==> src/rtl/port_write_scheduler.sv <==
// Serialises CPU and timer read-modify-write requests onto the output port register,
// keeping a shadow copy of the port so set/clear/toggle can be applied under the ddr mask.
module port_write_scheduler #(
  parameter int WIDTH = 8
) (
  input  logic             clock,
  input  logic             reset,
  input  logic             cpu_req,
  input  logic [1:0]       cpu_op,
  input  logic [WIDTH-1:0] cpu_data,
  output logic             cpu_ack,
  input  logic             tmr_req,
  input  logic [1:0]       tmr_op,
  input  logic [WIDTH-1:0] tmr_data,
  output logic             tmr_ack,
  input  logic [WIDTH-1:0] ddr,
  output logic             port_write_en,
  output logic [WIDTH-1:0] port_data_in,
  output logic [WIDTH-1:0] shadow,
  output logic             busy
);

  typedef enum logic [1:0] {
    S_IDLE,
    S_COMPUTE,
    S_WRITE,
    S_ACK
  } state_t;

  typedef enum logic [1:0] {
    OP_WRITE  = 2'b00,
    OP_SET    = 2'b01,
    OP_CLEAR  = 2'b10,
    OP_TOGGLE = 2'b11
  } op_t;

  state_t           state_q, state_d;
  logic [WIDTH-1:0] shadow_q, shadow_d;
  logic [WIDTH-1:0] pdata_q, pdata_d;
  op_t              op_q, op_d;
  logic [WIDTH-1:0] data_q, data_d;
  logic [WIDTH-1:0] mask_q, mask_d;
  logic             grant_tmr_q, grant_tmr_d;
  logic             last_tmr_q, last_tmr_d;
  logic             pick_tmr;
  logic [WIDTH-1:0] op_result;

  // Candidate value for the masked bits, derived from the latched op and operand.
  always_comb begin
    op_result = data_q;
    case (op_q)
      OP_WRITE:  op_result = data_q;
      OP_SET:    op_result = shadow_q | data_q;
      OP_CLEAR:  op_result = shadow_q & ~data_q;
      OP_TOGGLE: op_result = shadow_q ^ data_q;
      default:   op_result = data_q;
    endcase
  end

  // NOTE: every signal gets its hold value first so no path through the case infers a latch.
  always_comb begin
    state_d     = state_q;
    shadow_d    = shadow_q;
    pdata_d     = pdata_q;
    op_d        = op_q;
    data_d      = data_q;
    mask_d      = mask_q;
    grant_tmr_d = grant_tmr_q;
    last_tmr_d  = last_tmr_q;
    pick_tmr    = 1'b0;

    case (state_q)
      S_IDLE: begin
        if (cpu_req || tmr_req) begin
          // Round-robin: on a tie the requester not served last time wins.
          pick_tmr    = tmr_req && (!cpu_req || !last_tmr_q);
          grant_tmr_d = pick_tmr;
          last_tmr_d  = pick_tmr;
          op_d        = op_t'(pick_tmr ? tmr_op : cpu_op);
          data_d      = pick_tmr ? tmr_data : cpu_data;
          mask_d      = ddr;
          state_d     = S_COMPUTE;
        end
      end
      S_COMPUTE: begin
        pdata_d = (shadow_q & ~mask_q) | (op_result & mask_q);
        state_d = S_WRITE;
      end
      S_WRITE: begin
        // Shadow follows the port register on the very edge the port captures.
        shadow_d = pdata_q;
        state_d  = S_ACK;
      end
      S_ACK: begin
        state_d = S_IDLE;
      end
      default: begin
        state_d = S_IDLE;
      end
    endcase
  end

  // NOTE: state registers use non-blocking assignments so all flops update together at the edge.
  always_ff @(posedge clock or posedge reset) begin
    if (reset) begin
      state_q     <= S_IDLE;
      shadow_q    <= '0;
      pdata_q     <= '0;
      op_q        <= OP_WRITE;
      data_q      <= '0;
      mask_q      <= '0;
      grant_tmr_q <= 1'b0;
      last_tmr_q  <= 1'b1;
    end else begin
      state_q     <= state_d;
      shadow_q    <= shadow_d;
      pdata_q     <= pdata_d;
      op_q        <= op_d;
      data_q      <= data_d;
      mask_q      <= mask_d;
      grant_tmr_q <= grant_tmr_d;
      last_tmr_q  <= last_tmr_d;
    end
  end

  assign port_write_en = (state_q == S_WRITE);
  assign port_data_in  = pdata_q;
  assign shadow        = shadow_q;
  assign busy          = (state_q != S_IDLE);
  assign cpu_ack       = (state_q == S_ACK) && !grant_tmr_q;
  assign tmr_ack       = (state_q == S_ACK) &&  grant_tmr_q;

endmodule
==> config.mk <==
export PLATFORM = sky130hd
export DESIGN_NAME = port_write_scheduler
export DESIGN_NICKNAME = d
export VERILOG_FILES = /design/src/rtl/port_write_scheduler.sv
export SDC_FILE = /design/constraint.sdc
export NUM_CORES = 1
export LEC_CHECK = 0
export ABC_AREA = 1
export CAP_MARGIN = 20
export CORE_MARGIN = 4
export CORE_UTILIZATION = 50
export DETAILED_ROUTE_END_ITERATION = 8
export HOLD_SLACK_MARGIN = 0.02
export PLACE_DENSITY_LB_ADDON = 0.25
export SYNTH_ARGS = -nofsm -noshare
export SYNTH_HDL_FRONTEND = slang
export SYNTH_SLANG_ARGS = --single-unit
==> constraint.sdc <==
create_clock -name clock -period 1.85 [get_ports clock]
set_input_delay 0.185 -clock clock [delete_from_list [all_inputs] [get_ports clock]]
set_output_delay 0.185 -clock clock [all_outputs]
set_load 0.02 [all_outputs]
* Word-level counts from Yosys, hierarchy flattened
Cells that the tools add are included.
Operators by class: equal/unequal tests 7, mux-type cells 5, bitwise operators 8, reductions and logical operators 12
Operator list (count):
- $pmux W8 S4 | 1
- $and A8 B8 Y8 | 3
- $not A8 Y8 | 2
- $or A8 B8 Y8 | 2
- $eq A2 B2 Y1 const B | 4
- $mux W8 | 1
- $pmux W2 S4 | 1
- $xor A8 B8 Y8 | 1
- $eq A2 B1 Y1 const B | 2
- $logic_not A2 Y1 | 2
- $mux W2 | 2
- $logic_and A1 B1 Y1 | 3
- $logic_not A1 Y1 | 3
- $logic_or A1 B1 Y1 | 2
- $ne A2 B2 Y1 const B | 1
- $reduce_and A2 Y1 | 1
- $reduce_bool A2 Y1 | 1
Storage, ports and cells: bits in registers 38, output and inout port bits 20

* Longest topological paths before layout
depth after elaboration 5, mapped depth 8, mapped depth without buffers 7

* Least setup slack after synthesis
Ideal clock, no wire load.
path type register to register, from register state_q[0], to register shadow_q[0], in the netlist shadow[0], library setup time 0.136 ns, arrival time 1.227 ns, data required time 1.714 ns, path slack 0.487 ns, stages on the path, launching flop included 5, period minus slack after synthesis 1.363 ns, path through dfrtp_1 inv_1 ha_1 clkbuf_1 o21ai_0
Between the ends: longest elaborated chain between the ends 1
RTL lines:
- start, declared | line 37 | state_t state_q, state_d;
- start signal, assigned | line 115 | state_q <= state_d;
- $eq A2 B2 Y1
- via port_write_en | line 17 | output logic port_write_en,
- end signal, assigned | line 116 | shadow_q <= shadow_d;
- end, declared | line 38 | logic [WIDTH-1:0] shadow_q, shadow_d;
The timed path passes the listed nets, and every way through them passes these cells. A chain may end at the register's enable or synchronous reset.

* Worst setup path in the final report
from register state_q[0], to output port port_write_en
Between the ends: longest elaborated chain between the ends 1
RTL lines:
- $eq A2 B2 Y1 | line 126 | assign port_write_en = (state_q == S_WRITE);
- end, declared | line 17
No other way between the ends.

==> results.json <==
{
  "finalCritPeriodShare_pct": 94.7,
  "switchingPower_mw": 2.27,
  "diodes": 0,
  "die_y_um": 75.0,
  "synth_seq_area_share_pct": 42.4,
  "drt-total-wl_mm": 4.68,
  "grt_pass1_vias": 1729,
  "cts_root_buf": "clkbuf_8",
  "post-route-util_pct": 66.0,
  "final_common_cell": "clkdlybuf4s50_1",
  "first_pass_iters": 4,
  "wl_per_cell_um": 12.8,
  "ant_nets": 0,
  "yosysWarnings": 0,
  "start_util_pct": 51.6,
  "cts_sinks": 38,
  "switching_share_pct": 45.3,
  "peakVddDrop_v": 0.000994,
  "fin_cells": 367,
  "async_reset_ff_share_pct": 100,
  "post_cts_buffers": 0,
  "timing.fmax_mhz": 571,
  "overflow": 0,
  "hold_class": "primary input to async pin",
  "dieArea_mm2": 0.00563,
  "synthDistinctLibCells": 25,
  "worstSetupPathType": "register to output pin",
  "status": "complete, no violations",
  "cts_tree": "done",
  "critical_path_required_ns": 1.66,
  "vias_per_cell": 5.07,
  "clk_pin_slew_worst_paths_ns": 0.07,
  "synth_top_area_cell": "dfrtp_1",
  "nFillCells": 364,
  "final_net_count": 366,
  "cts_buffers": 5,
  "place.gp.congestion": 0.809,
  "num_vias": 1859,
  "htreeDepth": 2,
  "grt_pass1_wl_mm": 7.86,
  "cp-start-kind": "register",
  "slew_headroom_pct": 64.1,
  "antenna_found_initial": 0,
  "crit_path_end_kind": "output pin",
  "leakage_nw": 1.32,
  "rsz0062_at_grt": "no",
  "synth.area.top_cells": "dfrtp_1, ha_1, a21oi_2",
  "internal_power_mw": 2.74,
  "portBuffers": 51,
  "regArea_um2": 952,
  "synthesis.instances": 260,
  "dp_hpwl_mm": 3.46,
  "dp_cells": 359,
  "route.detailed.drc": 0,
  "tightest_slew_ns": 0.538,
  "seqPwrFrac_pct": 32.0,
  "rows": 24,
  "power_per_cell_area_mw_per_mm2": 1740,
  "cts_buffer_depth": 2,
  "grt_max_degree": 39,
  "drtIter0Drc": 86,
  "ys.flop_type": "dfrtp_1",
  "clk_latency_ns": 0.28,
  "combPwrFrac_pct": 57.2,
  "netlist_area_mm2": 0.00225,
  "setup_violations": 0,
  "setup_tns_ns": 0,
  "skew_ns": 0.00630,
  "grtUsageTotal_pct": 18.5,
  "cp_data_arrival_time_ns": 1.57,
  "p_total_mw": 5.01,
  "placedInstanceArea_mm2": 0.00279,
  "yosysTopAreaCellShare_pct": 41.2,
  "coreArea_mm2": 0.00435,
  "multi_input_area_mm2": 0.00107,
  "ys_ff_latch": 38,
  "final_area_mm2": 0.00288,
  "syn_avg_cell_area_um2": 8.64,
  "synth_nets": 312,
  "max_cap_viol_count": 0,
  "slew_viol_final": 0,
  "mostFrequentLayoutCells": "clkdlybuf4s50_1, nand2_1, dfrtp_1",
  "final-hold-violation-count": 0,
  "area_growth_syn_to_layout_pct": 28.0,
  "synth-edff-count": 0,
  "r2r_cells": 5,
  "dieWidth_um": 75.0,
  "min_period_ns": 1.75,
  "clkPwrFrac_pct": 10.8,
  "final_layout_size_suffix_gt1_share_pct": 12.7,
  "path_max_fanout": 3,
  "io_pins": 52
}
flip-flops by register name, summed over array words and instances, names as in the netlist:
| signal | flops |
|---|---|
| last_tmr_q | 1 |
| state_q | 2 |
| port_data_in | 8 |
| data_q | 8 |
| op_q | 2 |
| shadow | 8 |
| grant_tmr_q | 1 |
| mask_q | 8 |
cell type report:
cell class | instances | area share (%)
Clock buffer | 8 | 2.79
Inverter | 38 | 4.96
Multi-Input combinational cell | 175 | 37.3
Sequential cell | 38 | 33.1
Tap cell | 52 | 2.26
Timing Repair Buffer | 56 | 19.5
timing repair:
action,in CTS,in global routing
gates cloned,0,0
hold buffers,0,0
resized for setup,1,1
setup endpoints to repair,1,1
critical path, cell delays in order, from the launching register on:
cell	delay [ns]
dfrtp_1	0.41
inv_1	0.10
ha_1	0.17
clkdlybuf4s50_1	0.61
synth_stat cells (3+ instances only):
cell type and count:
inv_2 4, o21ai_0 26, a21oi_2 17, o22ai_2 3, nand2_1 38, o21ai_1 3
a21oi_1 8, nor2_1 27, buf_6 3, dfrtp_1 37, nand3_1 16, inv_1 34
o22ai_1 7, ha_1 20, o21bai_1 3
layer usage:
metal | vias to the layer above | global-route usage (%) | wire, um
met4 | 0 | 5.93 | 48
met1 | 859 | 24.1 | 2220
li1 | 952 | - | -
met5 | - | 0 | 0
met3 | 4 | 4.14 | 277
met2 | 44 | 30.8 | 2140
through the flow:
| step | hold slack [ns] | setup slack, ns |
|---|---|---|
| 2_1_floorplan | 0.306 | 0.487 |
| 3_3_place_gp | 0.463 | 0.318 |
| 3_5_place_dp | 0.477 | 0.266 |
| 4_1_cts | 0.322 | 0.0458 |
| 5_1_grt | 0.352 | 0.00829 |
| 6_report | 0.308 | 0.0974 |
power groups by stage:
| stage | clock [mW] | sequential [mW] | combinational, mW |
|---|---|---|---|
| global placement | 0 | 1.60 | 2.81 |
| CTS | 0.559 | 1.61 | 2.90 |
| detailed placement | 0 | 1.62 | 2.89 |
| finish | 0.541 | 1.60 | 2.87 |
| floorplan | 0 | 1.72 | 1.90 |
| global route | 0.599 | 1.66 | 3.22 |
cell families after synthesis:
kind of cell | synth area share, %
buffers and inverters | 9.80
flip-flops | 42.4
AO/OA/AOI/OAI | 20.2
AND/OR/NAND/NOR | 16.4
adder cells (fa/ha/maj) | 11.1
final timing paths:
kind                                   startpoint                          end  slack, ns
setup / recovery           state_q[0]$_DFFE_PP0P_                port_write_en        0.1
hold / removal                              reset        mask_q[3]$_DFFE_PP0P_       0.31
setup reg to reg              op_q[1]$_DFFE_PP0P_  port_data_in[4]$_DFFE_PP0N_       0.37
hold reg to reg            last_tmr_q$_DFFE_PP1P_       last_tmr_q$_DFFE_PP1P_       0.48
max in group asynchronous                   reset       last_tmr_q$_DFFE_PP1P_       1.20
min in group clock                         ddr[7]        mask_q[7]$_DFFE_PP0P_       0.46
Note: power is estimated with default switching activity, not from simulation.
